$ cat src/rtl/axi_xbar_arbiter.sv
`default_nettype none
// =============================================================================
// axi_xbar_arbiter: round-robin IFU/LSU arbiter onto one AXI4 master port with
// a single transaction in flight, owner-routed responses and a response watchdog.
// Revision: 1.0
// =============================================================================
module axi_xbar_arbiter #(
    parameter int TIMEOUT = 1024,
    parameter int CNT_W   = 11
) (
    input  logic        clock_i,
    input  logic        reset_ni,
    // IFU read port
    input  logic        ifu_arvalid_i,
    output logic        ifu_arready_o,
    input  logic [31:0] ifu_araddr_i,
    output logic        ifu_rvalid_o,
    input  logic        ifu_rready_i,
    output logic [31:0] ifu_rdata_o,
    output logic [1:0]  ifu_rresp_o,
    // LSU read port
    input  logic        lsu_arvalid_i,
    output logic        lsu_arready_o,
    input  logic [31:0] lsu_araddr_i,
    input  logic [2:0]  lsu_arsize_i,
    output logic        lsu_rvalid_o,
    input  logic        lsu_rready_i,
    output logic [31:0] lsu_rdata_o,
    output logic [1:0]  lsu_rresp_o,
    // LSU write port
    input  logic        lsu_awvalid_i,
    output logic        lsu_awready_o,
    input  logic [31:0] lsu_awaddr_i,
    input  logic [2:0]  lsu_awsize_i,
    input  logic        lsu_wvalid_i,
    output logic        lsu_wready_o,
    input  logic [31:0] lsu_wdata_i,
    input  logic [3:0]  lsu_wstrb_i,
    output logic        lsu_bvalid_o,
    input  logic        lsu_bready_i,
    output logic [1:0]  lsu_bresp_o,
    // Downstream AXI4 master
    output logic        io_master_arvalid_o,
    output logic [31:0] io_master_araddr_o,
    output logic [3:0]  io_master_arid_o,
    output logic [7:0]  io_master_arlen_o,
    output logic [2:0]  io_master_arsize_o,
    output logic [1:0]  io_master_arburst_o,
    input  logic        io_master_arready_i,
    input  logic        io_master_rvalid_i,
    input  logic [31:0] io_master_rdata_i,
    input  logic [1:0]  io_master_rresp_i,
    input  logic        io_master_rlast_i,
    input  logic [3:0]  io_master_rid_i,
    output logic        io_master_rready_o,
    output logic        io_master_awvalid_o,
    output logic [31:0] io_master_awaddr_o,
    output logic [3:0]  io_master_awid_o,
    output logic [7:0]  io_master_awlen_o,
    output logic [2:0]  io_master_awsize_o,
    output logic [1:0]  io_master_awburst_o,
    input  logic        io_master_awready_i,
    output logic        io_master_wvalid_o,
    output logic [31:0] io_master_wdata_o,
    output logic [3:0]  io_master_wstrb_o,
    output logic        io_master_wlast_o,
    input  logic        io_master_wready_i,
    input  logic        io_master_bvalid_i,
    input  logic [1:0]  io_master_bresp_i,
    input  logic [3:0]  io_master_bid_i,
    output logic        io_master_bready_o,
    output logic        err_timeout_o
);

    typedef enum logic [2:0] {
        S_IDLE   = 3'd0,
        S_IFU_AR = 3'd1,
        S_IFU_R  = 3'd2,
        S_LSU_AR = 3'd3,
        S_LSU_R  = 3'd4,
        S_LSU_WR = 3'd5,
        S_LSU_B  = 3'd6
    } state_e;

    localparam logic             GRANT_IFU = 1'b0;
    localparam logic             GRANT_LSU = 1'b1;
    localparam logic [CNT_W-1:0] TIMEOUT_C = CNT_W'(TIMEOUT);

    state_e           state_q, state_d;
    logic             last_grant_q, last_grant_d;
    logic             aw_done_q, aw_done_d;
    logic             w_done_q, w_done_d;
    logic [CNT_W-1:0] wdog_q, wdog_d;
    logic             err_q, err_d;

    logic req_ifu, req_lsu, lsu_wr_req, resp_hs, wait_state;

    // Routing is purely by state, so the response IDs carry no information here.
    logic unused_ids;
    assign unused_ids = ^{io_master_rid_i, io_master_bid_i};

    assign req_ifu    = ifu_arvalid_i;
    assign lsu_wr_req = lsu_awvalid_i & lsu_wvalid_i;
    assign req_lsu    = lsu_arvalid_i | lsu_wr_req;

    assign ifu_rdata_o = io_master_rdata_i;
    assign ifu_rresp_o = io_master_rresp_i;
    assign lsu_rdata_o = io_master_rdata_i;
    assign lsu_rresp_o = io_master_rresp_i;
    assign lsu_bresp_o = io_master_bresp_i;

    assign io_master_arlen_o   = 8'd0;
    assign io_master_arburst_o = 2'b01;
    assign io_master_awaddr_o  = lsu_awaddr_i;
    assign io_master_awid_o    = 4'd1;
    assign io_master_awlen_o   = 8'd0;
    assign io_master_awsize_o  = lsu_awsize_i;
    assign io_master_awburst_o = 2'b01;
    assign io_master_wdata_o   = lsu_wdata_i;
    assign io_master_wstrb_o   = lsu_wstrb_i;
    assign err_timeout_o       = err_q;

    always_comb begin
        state_d             = state_q;
        last_grant_d        = last_grant_q;
        aw_done_d           = aw_done_q;
        w_done_d            = w_done_q;
        resp_hs             = 1'b0;
        ifu_arready_o       = 1'b0;
        ifu_rvalid_o        = 1'b0;
        lsu_arready_o       = 1'b0;
        lsu_rvalid_o        = 1'b0;
        lsu_awready_o       = 1'b0;
        lsu_wready_o        = 1'b0;
        lsu_bvalid_o        = 1'b0;
        io_master_arvalid_o = 1'b0;
        io_master_araddr_o  = ifu_araddr_i;
        io_master_arid_o    = 4'd0;
        io_master_arsize_o  = 3'b010;
        io_master_rready_o  = 1'b0;
        io_master_awvalid_o = 1'b0;
        io_master_wvalid_o  = 1'b0;
        io_master_wlast_o   = 1'b0;
        io_master_bready_o  = 1'b0;

        case (state_q)
            S_IDLE: begin
                if (req_ifu && (!req_lsu || last_grant_q == GRANT_LSU)) begin
                    state_d      = S_IFU_AR;
                    last_grant_d = GRANT_IFU;
                end else if (req_lsu) begin
                    // A pending store goes ahead of a pending load to keep RAW order.
                    state_d      = lsu_wr_req ? S_LSU_WR : S_LSU_AR;
                    last_grant_d = GRANT_LSU;
                end
            end
            S_IFU_AR: begin
                io_master_arvalid_o = 1'b1;
                ifu_arready_o       = io_master_arready_i;
                if (io_master_arready_i) state_d = S_IFU_R;
            end
            S_LSU_AR: begin
                io_master_arvalid_o = 1'b1;
                io_master_araddr_o  = lsu_araddr_i;
                io_master_arsize_o  = lsu_arsize_i;
                io_master_arid_o    = 4'd1;
                lsu_arready_o       = io_master_arready_i;
                if (io_master_arready_i) state_d = S_LSU_R;
            end
            S_IFU_R: begin
                io_master_rready_o = ifu_rready_i;
                ifu_rvalid_o       = io_master_rvalid_i;
                resp_hs            = io_master_rvalid_i & ifu_rready_i;
                if (resp_hs && io_master_rlast_i) state_d = S_IDLE;
            end
            S_LSU_R: begin
                io_master_rready_o = lsu_rready_i;
                lsu_rvalid_o       = io_master_rvalid_i;
                resp_hs            = io_master_rvalid_i & lsu_rready_i;
                if (resp_hs && io_master_rlast_i) state_d = S_IDLE;
            end
            S_LSU_WR: begin
                io_master_awvalid_o = !aw_done_q;
                io_master_wvalid_o  = !w_done_q;
                io_master_wlast_o   = !w_done_q;
                lsu_awready_o       = io_master_awready_i & !aw_done_q;
                lsu_wready_o        = io_master_wready_i & !w_done_q;
                aw_done_d           = aw_done_q | io_master_awready_i;
                w_done_d            = w_done_q | io_master_wready_i;
                if (aw_done_d && w_done_d) state_d = S_LSU_B;
            end
            S_LSU_B: begin
                io_master_bready_o = lsu_bready_i;
                lsu_bvalid_o       = io_master_bvalid_i;
                resp_hs            = io_master_bvalid_i & lsu_bready_i;
                if (resp_hs) begin
                    state_d   = S_IDLE;
                    aw_done_d = 1'b0;
                    w_done_d  = 1'b0;
                end
            end
            default: state_d = S_IDLE;
        endcase
    end

    // Watchdog counts stalled response cycles and saturates; the flag is sticky.
    assign wait_state = (state_q == S_IFU_R) || (state_q == S_LSU_R) || (state_q == S_LSU_B);

    always_comb begin
        wdog_d = '0;
        err_d  = err_q;
        if (wait_state && !resp_hs && state_d == state_q) begin
            wdog_d = (wdog_q == TIMEOUT_C) ? wdog_q : wdog_q + 1'b1;
            if (wdog_d == TIMEOUT_C) err_d = 1'b1;
        end
    end

    always_ff @(posedge clock_i or negedge reset_ni) begin
        if (!reset_ni) begin
            state_q      <= S_IDLE;
            last_grant_q <= GRANT_LSU;
            aw_done_q    <= 1'b0;
            w_done_q     <= 1'b0;
            wdog_q       <= '0;
            err_q        <= 1'b0;
        end else begin
            state_q      <= state_d;
            last_grant_q <= last_grant_d;
            aw_done_q    <= aw_done_d;
            w_done_q     <= w_done_d;
            wdog_q       <= wdog_d;
            err_q        <= err_d;
        end
    end

endmodule
`default_nettype wire

$ cat config.mk
export PLATFORM = sky130hd
export DESIGN_NAME = axi_xbar_arbiter
export DESIGN_NICKNAME = d
export VERILOG_FILES = /design/src/rtl/axi_xbar_arbiter.sv
export SDC_FILE = /design/constraint.sdc
export NUM_CORES = 1
export LEC_CHECK = 0
export CAP_MARGIN = 15
export CORE_AREA = 2 2 163 165
export DETAILED_ROUTE_END_ITERATION = 10
export DIE_AREA = 0 0 165 167
export DONT_BUFFER_PORTS = 1
export PLACE_DENSITY = 0.3
export SYNTH_ARGS = -nofsm -noshare
export SYNTH_HDL_FRONTEND = slang
export SYNTH_SLANG_ARGS = --single-unit
$ cat constraint.sdc
create_clock -name clock_i -period 5.2 [get_ports clock_i]
set_input_delay 0.26 -clock clock_i [delete_from_list [all_inputs] [get_ports clock_i]]
set_output_delay 0.26 -clock clock_i [all_outputs]
set_load 0.01 [all_outputs]
== After elaboration in Yosys (flattened, before gate mapping) ==
Index checks and enable logic that the tools add are counted.

* Equal/unequal tests: 10
* Reductions and logical operators: 20
* Mux-type cells: 33
* Bitwise operators: 9
* Add/sub/neg operators: 1

{| class="wikitable"
|+ Operators by type and width
! operator !! number
|-
| 2-to-1 mux 32 bit || 1
|-
| 2-to-1 mux 3 bit || 10
|-
| equality test 11 bit, second input constant || 2
|-
| 2-to-1 mux 11 bit || 2
|-
| case mux 3 bit (7 select lines) || 1
|-
| 2-to-1 mux 1 bit || 15
|-
| adder 11 x 1 -> 11 bit, second input constant || 1
|-
| equality test 3 bit, second input constant || 3
|-
| AND 1 bit || 6
|-
| equality test 3 x 2 -> 1 bit, second input constant || 2
|-
| logical AND 1 bit || 6
|-
| case mux 1 bit (2 select lines) || 3
|-
| AND reduction 2 bit || 3
|-
| logical NOT 1 bit || 4
|-
| nonzero test 2 bit || 2
|-
| equality test 3 x 1 -> 1 bit, second input constant || 1
|-
| equality test 3 bit || 1
|-
| logical NOT 3 bit || 1
|-
| logical OR 1 bit || 3
|-
| bitwise OR 1 bit || 3
|-
| case mux 1 bit (3 select lines) || 1
|-
| != test 2 bit, second input constant || 1
|-
| OR reduction 2 bit || 1
|}

* Word-level logic and storage cells: 79
* Output and inout port bits: 218
* Bits of input ports: 197
* Register bits after elaboration: 18

== Logic depth before layout (Yosys ltp) ==
Gate-level depths: netlist (run 1).

* Depth after elaboration: 10
* Depth in mapped cells: 7
* Gate-level depth less buffers: 7

== Worst setup path after synthesis (run 1) ==
Ideal clock, no wire load.

* Kind: reg-to-output
* From: register state_q[2]
* To: output port io_master_araddr_o[23]
* Setup slack: 3,321 ps
* Required time: 4,940 ps
* Cell stages (with the launch flop): 6
* Path buffers: 2
* Data arrival time: 1,619 ps
* Cells stage by stage: dfrtp_1 -> nor2b_1 -> and2_1 -> buf_2 -> buf_4 -> mux2_2

* Cells in the longest elaborated chain, start to end: 2

{| class="wikitable"
|+ RTL lines
! what !! RTL line !! text
|-
| from (decl) || 89 || <nowiki>state_e state_q, state_d;</nowiki>
|-
| from (signal assigned) || 227 || <nowiki>state_q <= state_d;</nowiki>
|-
| equality test 3 x 2 -> 1 bit || 146 || <nowiki>case (state_q)</nowiki>
|-
| 2-to-1 mux 32 bit || 146 ||
|-
| to (decl) || 44 || <nowiki>output logic [31:0] io_master_araddr_o,</nowiki>
|}

Every way passes these cells.

== Final worst setup path (run 1) ==
* From: register state_q[0]
* To: output port io_master_araddr_o[13]

Same word-level chain as after synthesis.

==> results.cfg, run 1 <==
[outcome]
outcome = finished clean

[timing]
holdWs_ns = 0.0862
clock.fmax_mhz = 381
unrepaired_setup_endpoints_after_global_routing = no
finalSetupViolCount = 0
finalSetupTns_ns = 0
layout_min_cycle_time_ns = 2.63
hold_viol = 0
slew_headroom_pct = 41.5
worst_clk_skew_ns = 0.00373
tightestPinTransition_ns = 0.874
final.period_utilization_pct = 50.5
setup_slack_ns = 2.57
final_max_slew_viol_count = 0

[yosys]
netlist_instances = 360
synth-seq-cells = 18
synth_seq_area_share_pct = 15.5
post_synth_num_cell_types = 42
synth-edff-count = 0
post_synth_main_area_contributors = sky130_fd_sc_hd__buf_4 44%, sky130_fd_sc_hd__dfrtp_1 15%, sky130_fd_sc_hd__mux2_2 12%
synth_largest_type_area_fraction_pct = 44.5
synth.avg_cell_area_um2 = 8.11
synth_flop_cell = sky130_fd_sc_hd__dfrtp_1
post-synth-top-area-cell = sky130_fd_sc_hd__buf_4
synth_area_um2 = 2920
yosysWarningCount = 0
ys_async_sr_fraction_pct = 100

[floorplan]
die_x_um = 165
row_count = 59
top_level_ports = 415
floorplan.initialDensity_pct = 11.3
fp.coreArea_um2 = 25800
design.die.area_um2 = 27600
fp.dieH_um = 167

[cts]
cts_root_buffer = sky130_fd_sc_hd__clkbuf_16
tritoncts = yes
clkTransAtPathRegs_ns = 0.05
clock_sinks = 18
cts_hold_repair.buffers = 1
cts_inserted_buffers = 3
h-tree-depth = 1
insertion_delay_ns = 0.25
cts_max_path_buffers = 2
cts_setup_buffers = 0
cts_resized = 0

[place]
gp_congestion = 0.730
dpl.hpwl_um = 10700
dp_worst_setup_slack_ns = 2.83
port_buffers = 0
place.detailed.instances = 539
placed_area_um2 = 2100

[global_routing]
grt_use_total_pct = 7.88
grt_pass1_wl_um = 14500
grt_start_max_net_pins = 35
via_count_of_the_first_global_routing_pass = 1629
gr-total-overflow = 0
number_of_antenna_violations_at_the_first_check_in_global_routing = 5

[critical_path]
largest_driver_fanout_on_the_critical_path = 34
worst_path_arrival_time_ns = 2.37
worstSetupEndpointType = output port
crit_path_start_kind = flip-flop
critPathRequiredTime_ns = 4.94
criticalPathCategory = reg -> out

[power]
total_power_mw = 0.766
worst_ir_drop_vdd_mv = 0.120
ratio_of_total_power_to_cell_area_nw_per_um2 = 347
p_leak_nw = 0.785

[routing]
detail_route.iter0.violations = 40
viasPerCell = 3.00
firstDrtPassIters = 4
route.layer.met1.wl_um = 3890
drcViolationCount = 0
via_count = 1639
post_drt_wl_per_cell_um = 21.9
postRouteWirelength_um = 11900
postRouteAntennaNets = 0
top_layer = met4
wl_met3_um = 2240
met2_wirelength_um = 5740

[layout]
syn_to_final_growth_pct = -24.4
final_layout_fill_cell_count = 2985
area.sequential_um2 = 452
layout-drive-gt1-share_pct = 21.1
layout.cells.most_common = sky130_fd_sc_hd__mux2_2
fin_cells = 546
fin_util_pct = 8.57
num-nets-final = 409
mostFrequentLayoutCells = 32 x sky130_fd_sc_hd__mux2_2, 27 x sky130_fd_sc_hd__conb_1, 19 x sky130_fd_sc_hd__nor2_1, 17 x sky130_fd_sc_hd__nand2_1, 17 x sky130_fd_sc_hd__dfrtp_1
finalInstanceArea_um2 = 2210
multi_input_comb_area_um2 = 1210

[job]
max-cap-violations = 0

[min_path]
worst_hold_path_type = in -> reg
[final timing paths]
path	start	to	slack [ns]	depth (start not counted)
setup / recovery	state_q[0]$_DFF_PN0_	io_master_araddr_o[13]	2.57	4
hold / removal	ifu_arvalid_i	last_grant_q$_DFFE_PN1P_	0.09	1
setup reg to reg	state_q[2]$_DFF_PN0_	err_timeout_o$_DFFE_PN0P_	3.21	5
hold reg to reg	last_grant_q$_DFFE_PN1P_	last_grant_q$_DFFE_PN1P_	0.53	2
max in group asynchronous	reset_ni	state_q[1]$_DFF_PN0_	4.09	1
min in group asynchronous	reset_ni	wdog_q[0]$_DFF_PN0_	0.57	1
[cell families (layout without fill, tap and decap cells)]
family	Yosys count	after routing	synth area share, %
xor+xnor	12	12	3.60
simple gates	81	81	15.3
fa+ha+maj	2	2	0.857
other cells	2	29	0.257
mux	33	33	12.7
compound gates	26	26	5.44
buf+inv	186	10	46.3
flops	18	18	15.5
[metal layers]
layer  vias to the layer above  track usage (%)
li1                        681                -
met1                       728             7.40
met2                       222             13.3
met3                         8             6.53
met4                         0             1.40
met5                         -                0
[synthesized netlist by cell type, drive strengths merged (2+ instances only)]
master / n
clkbuf: 5
nor3: 4
xnor2: 6
nand3: 6
and2: 4
nand2b: 4
inv: 4
a31oi: 3
nand4b: 2
conb: 2
ha: 2
nor2b: 7
xor2: 6
mux2: 32
and3: 5
dfrtp: 17
nand2: 17
o21ai: 7
a21oi: 8
buf: 177
nor2: 20
nand4: 5
and3b: 3
[critical path, stage by stage, from the launching register on]
cell	delay, ns
sky130_fd_sc_hd__dfrtp_1	0.58
sky130_fd_sc_hd__nor2b_1	0.18
sky130_fd_sc_hd__buf_4	0.20
sky130_fd_sc_hd__and2_2	0.67
sky130_fd_sc_hd__mux2_2	0.47
[final cells by class]
type,count,share of cell area (%)
multi-input cells,181,54.8
diodes,2,0.227
clock buffers,4,4.02
repair buffers,2,0.794
inverters,4,0.680
well taps,335,19.0
flip-flops and latches,18,20.5
[registers in the layout, summed over array words and instances (netlist names)]
signal / cells
err_timeout_o: 1
state_q: 3
wdog_q: 11
w_done_q: 1
last_grant_q: 1
aw_done_q: 1
[report_power, final]
group / total (mW) / internal [mW] / switching, mW
clock: 0.172 / 0.117 / 0.0547
sequential: 0.227 / 0.168 / 0.0588
combinational: 0.367 / 0.141 / 0.226
total: 0.766 / 0.426 / 0.340
Power figures use the tool's default switching activity.
==> run 2: changes to the inputs <==
--- a/config.mk
+++ b/config.mk
@@ -5,10 +5,11 @@
 export SDC_FILE = /design/constraint.sdc
 export NUM_CORES = 1
 export LEC_CHECK = 0
+export ABC_AREA = 1
 export CAP_MARGIN = 15
-export CORE_AREA = 2 2 163 165
+export CORE_AREA = 2 2 160 162
 export DETAILED_ROUTE_END_ITERATION = 10
-export DIE_AREA = 0 0 165 167
+export DIE_AREA = 0 0 162 164
 export DONT_BUFFER_PORTS = 1
 export PLACE_DENSITY = 0.3
 export SYNTH_ARGS = -nofsm -noshare
==> constraint.sdc (replaced) <==
create_clock -name clock_i -period 2.15 [get_ports clock_i]
set_input_delay 0.1075 -clock clock_i [delete_from_list [all_inputs] [get_ports clock_i]]
set_output_delay 0.1075 -clock clock_i [all_outputs]
set_load 0.01 [all_outputs]
==> run 2 against run 1 <==
Effect of this change:
- sequential power rose by 140%
- critical path depth rose by 1
- routed wire length fell by 29%
- worst hold slack got worse by 0.032 ns
- cell count rose by 19%
- worst setup slack got worse by 2.3 ns
- clock skew rose by 0.0034 ns
- area after synthesis barely moved
- clock-buffer cell count did not move
- design area rose by 0.62%
- largest power group unchanged
- highest routed layer unchanged
==> results.cfg, run 2 <==
[global_routing]
gr-total-overflow = 0
grt_pass1_wl_um = 11600
via_count_of_the_first_global_routing_pass = 1875
grt_start_max_net_pins = 38
grt_use_total_pct = 5.88
number_of_antenna_violations_at_the_first_check_in_global_routing = 0

[yosys]
synth_area_um2 = 2920
synth_largest_type_area_fraction_pct = 43.8
synth_flop_cell = sky130_fd_sc_hd__dfrtp_1
synth-seq-cells = 18
synth.avg_cell_area_um2 = 6.29
synth_seq_area_share_pct = 15.5
post-synth-top-area-cell = sky130_fd_sc_hd__buf_4
ys_async_sr_fraction_pct = 100
synth-edff-count = 0
netlist_instances = 464
yosysWarningCount = 0
top_cells_by_count_synth = 170 x sky130_fd_sc_hd__buf_4, 142 x sky130_fd_sc_hd__nand2_1, 41 x sky130_fd_sc_hd__nor2_1, 24 x sky130_fd_sc_hd__inv_1
synthMostInstantiatedCell = sky130_fd_sc_hd__buf_4
post_synth_main_area_contributors = sky130_fd_sc_hd__buf_4 44%, sky130_fd_sc_hd__nand2_1 18%, sky130_fd_sc_hd__dfrtp_1 15%
post_synth_num_cell_types = 32

[layout]
fin_util_pct = 8.95
num-nets-final = 520
syn_to_final_growth_pct = -23.9
largestRegisters = wdog_q x11, state_q x3
layout-drive-gt1-share_pct = 6.88
mostFrequentLayoutCells = 142 x sky130_fd_sc_hd__nand2_1, 41 x sky130_fd_sc_hd__nor2_1, 27 x sky130_fd_sc_hd__conb_1, 24 x sky130_fd_sc_hd__inv_1
layout.cells.most_common = sky130_fd_sc_hd__nand2_1
diodes = 0
registers.top_by_ff_count = wdog_q
largest_register_ffs = 11
fin_cells = 650

[power]
internal-power_mw = 0.925
p_leak_nw = 1.07
total_power_mw = 1.91
worst_ir_drop_vdd_mv = 0.302
sw_share_pct = 51.6
switchingPower_mw = 0.985
power_frac_seq_pct = 27.9
share_comb_of_total_power_pct = 52.4
ratio_of_total_power_to_cell_area_nw_per_um2 = 860
clockPowerShare_pct = 19.7

[critical_path]
critPathRequiredTime_ns = 2.04
worstSetupEndpointType = output port
worst_path_arrival_time_ns = 1.79
crit_path_start_kind = flip-flop
largest_driver_fanout_on_the_critical_path = 37
criticalPathCategory = reg -> out

[floorplan]
top_level_ports = 415
design.die.area_um2 = 26600
floorplan.initialDensity_pct = 11.8
fp.dieH_um = 164
die_x_um = 162
fp.coreArea_um2 = 24800
row_count = 58

[min_path]
worst_hold_path_type = in -> reg

[cts]
clkTransAtPathRegs_ns = 0.05
insertion_delay_ns = 0.25
clock_sinks = 18
cts_max_path_buffers = 2
tritoncts = yes
cts_resized = 0
cts_inserted_buffers = 3
h-tree-depth = 1
cts_root_buffer = sky130_fd_sc_hd__clkbuf_16

[place]
port_buffers = 0
dpl.hpwl_um = 7310
place.detailed.instances = 645
gp_congestion = 0.776

[timing]
tightestPinTransition_ns = 0.854
finalSetupViolCount = 0
holdWs_ns = 0.0544
unrepaired_setup_endpoints_after_global_routing = no
final_max_slew_viol_count = 0
layout_min_cycle_time_ns = 1.90
slew_headroom_pct = 42.9
hold_viol = 0
clock.fmax_mhz = 526
worst_clk_skew_ns = 0.00717
final.period_utilization_pct = 88.5
finalSetupTns_ns = 0

[routing]
via_count = 1985
viasPerCell = 3.05
post_drt_wl_per_cell_um = 13.1
detail_route.iter0.violations = 121
postRouteWirelength_um = 8500
drcViolationCount = 0
postRouteAntennaNets = 0
firstDrtPassIters = 4

[outcome]
outcome = finished clean

[job]
max-cap-violations = 0
[run 2: cell count changes after synthesis, moves of 9 or more]
cell / before / now
sky130_fd_sc_hd__nand2_1: 17 / 142
sky130_fd_sc_hd__mux2_2: 32 / 0
sky130_fd_sc_hd__nor2_1: 19 / 41
sky130_fd_sc_hd__inv_1: 4 / 24
sky130_fd_sc_hd__nand3_1: 5 / 17
sky130_fd_sc_hd__inv_2: 0 / 9
[run 2: path summary, 6_finish.rpt]
check	from	end	slack, ns	cells after the start
setup reg to reg	state_q[0]$_DFF_PN0_	state_q[2]$_DFF_PN0_	0.50	6
max in group asynchronous	reset_ni	wdog_q[7]$_DFF_PN0_	1.20	1
hold reg to reg	last_grant_q$_DFFE_PN1P_	last_grant_q$_DFFE_PN1P_	0.54	2
setup / recovery	state_q[0]$_DFF_PN0_	io_master_araddr_o[10]	0.25	5
min in group asynchronous	reset_ni	err_timeout_o$_DFFE_PN0P_	0.41	1
hold / removal	io_master_arready_i	state_q[0]$_DFF_PN0_	0.05	3
[run 2: cells by family after synthesis]
family	Yosys count	share of synthesized area, %
muxes	1	0.343
other	2	0.257
DFF	18	15.5
AOI/OAI and AO/OA	13	2.79
adders and majority gates	2	0.858
and+or+nand+nor	215	30.1
buffers and inverters	211	49.5
xor gates and xnor gates	2	0.601
[run 2: routing by layer]
metal / part of all wire (%) / GRT usage [%] / vias up
met1: 30 / 4.84 / 818
met4: 6.9 / 4.34 / 0
li1: - / - / 924
met3: 18 / 4.49 / 48
met2: 45 / 9.59 / 195
met5: 0 / 0 / -
[run 2: worst max-delay path, cell delays in order (launching register included)]
cell,delay [ns]
sky130_fd_sc_hd__dfrtp_1,0.48
sky130_fd_sc_hd__inv_2,0.15
sky130_fd_sc_hd__nor3_4,0.06
sky130_fd_sc_hd__inv_2,0.45
sky130_fd_sc_hd__nand2_1,0.21
sky130_fd_sc_hd__nand2_1,0.17
[run 2: through the flow]
stage               setup slack, ns  cell area [um2]
floorplan                     0.710             3010
global placement              0.431             2130
detailed placement            0.475             2130
CTS                           0.209             2220
global route                 0.0447             2220
finish                        0.248             2220
[run 2: timing repair]
action | in CTS | in global routing
buffers inserted | 0 | 0
setup endpoints to repair | 0 | 0
endpoints found under the hold margin | 18 | 0
hold buffers | 1 | 0
[run 2: area by class of cell]
cell class / instances / area, um2
clock buffer: 4 / 78.8
multi-input combinational: 260 / 1110
sequential: 18 / 452
fill: 2939 / 22600
timing repair buffer: 5 / 40.0
tap: 330 / 413
inverter: 33 / 124
[run 2: power groups by stage]
stage                     combinational [mW]  sequential (mW)  clock (mW)
after floorplan                         1.19            0.470           0
after global placement                  1.02            0.540           0
after detailed placement                1.01            0.539           0
after CTS                               1.02            0.533       0.391
after global routing                    1.14            0.548       0.407
final                                   1.00            0.534       0.376
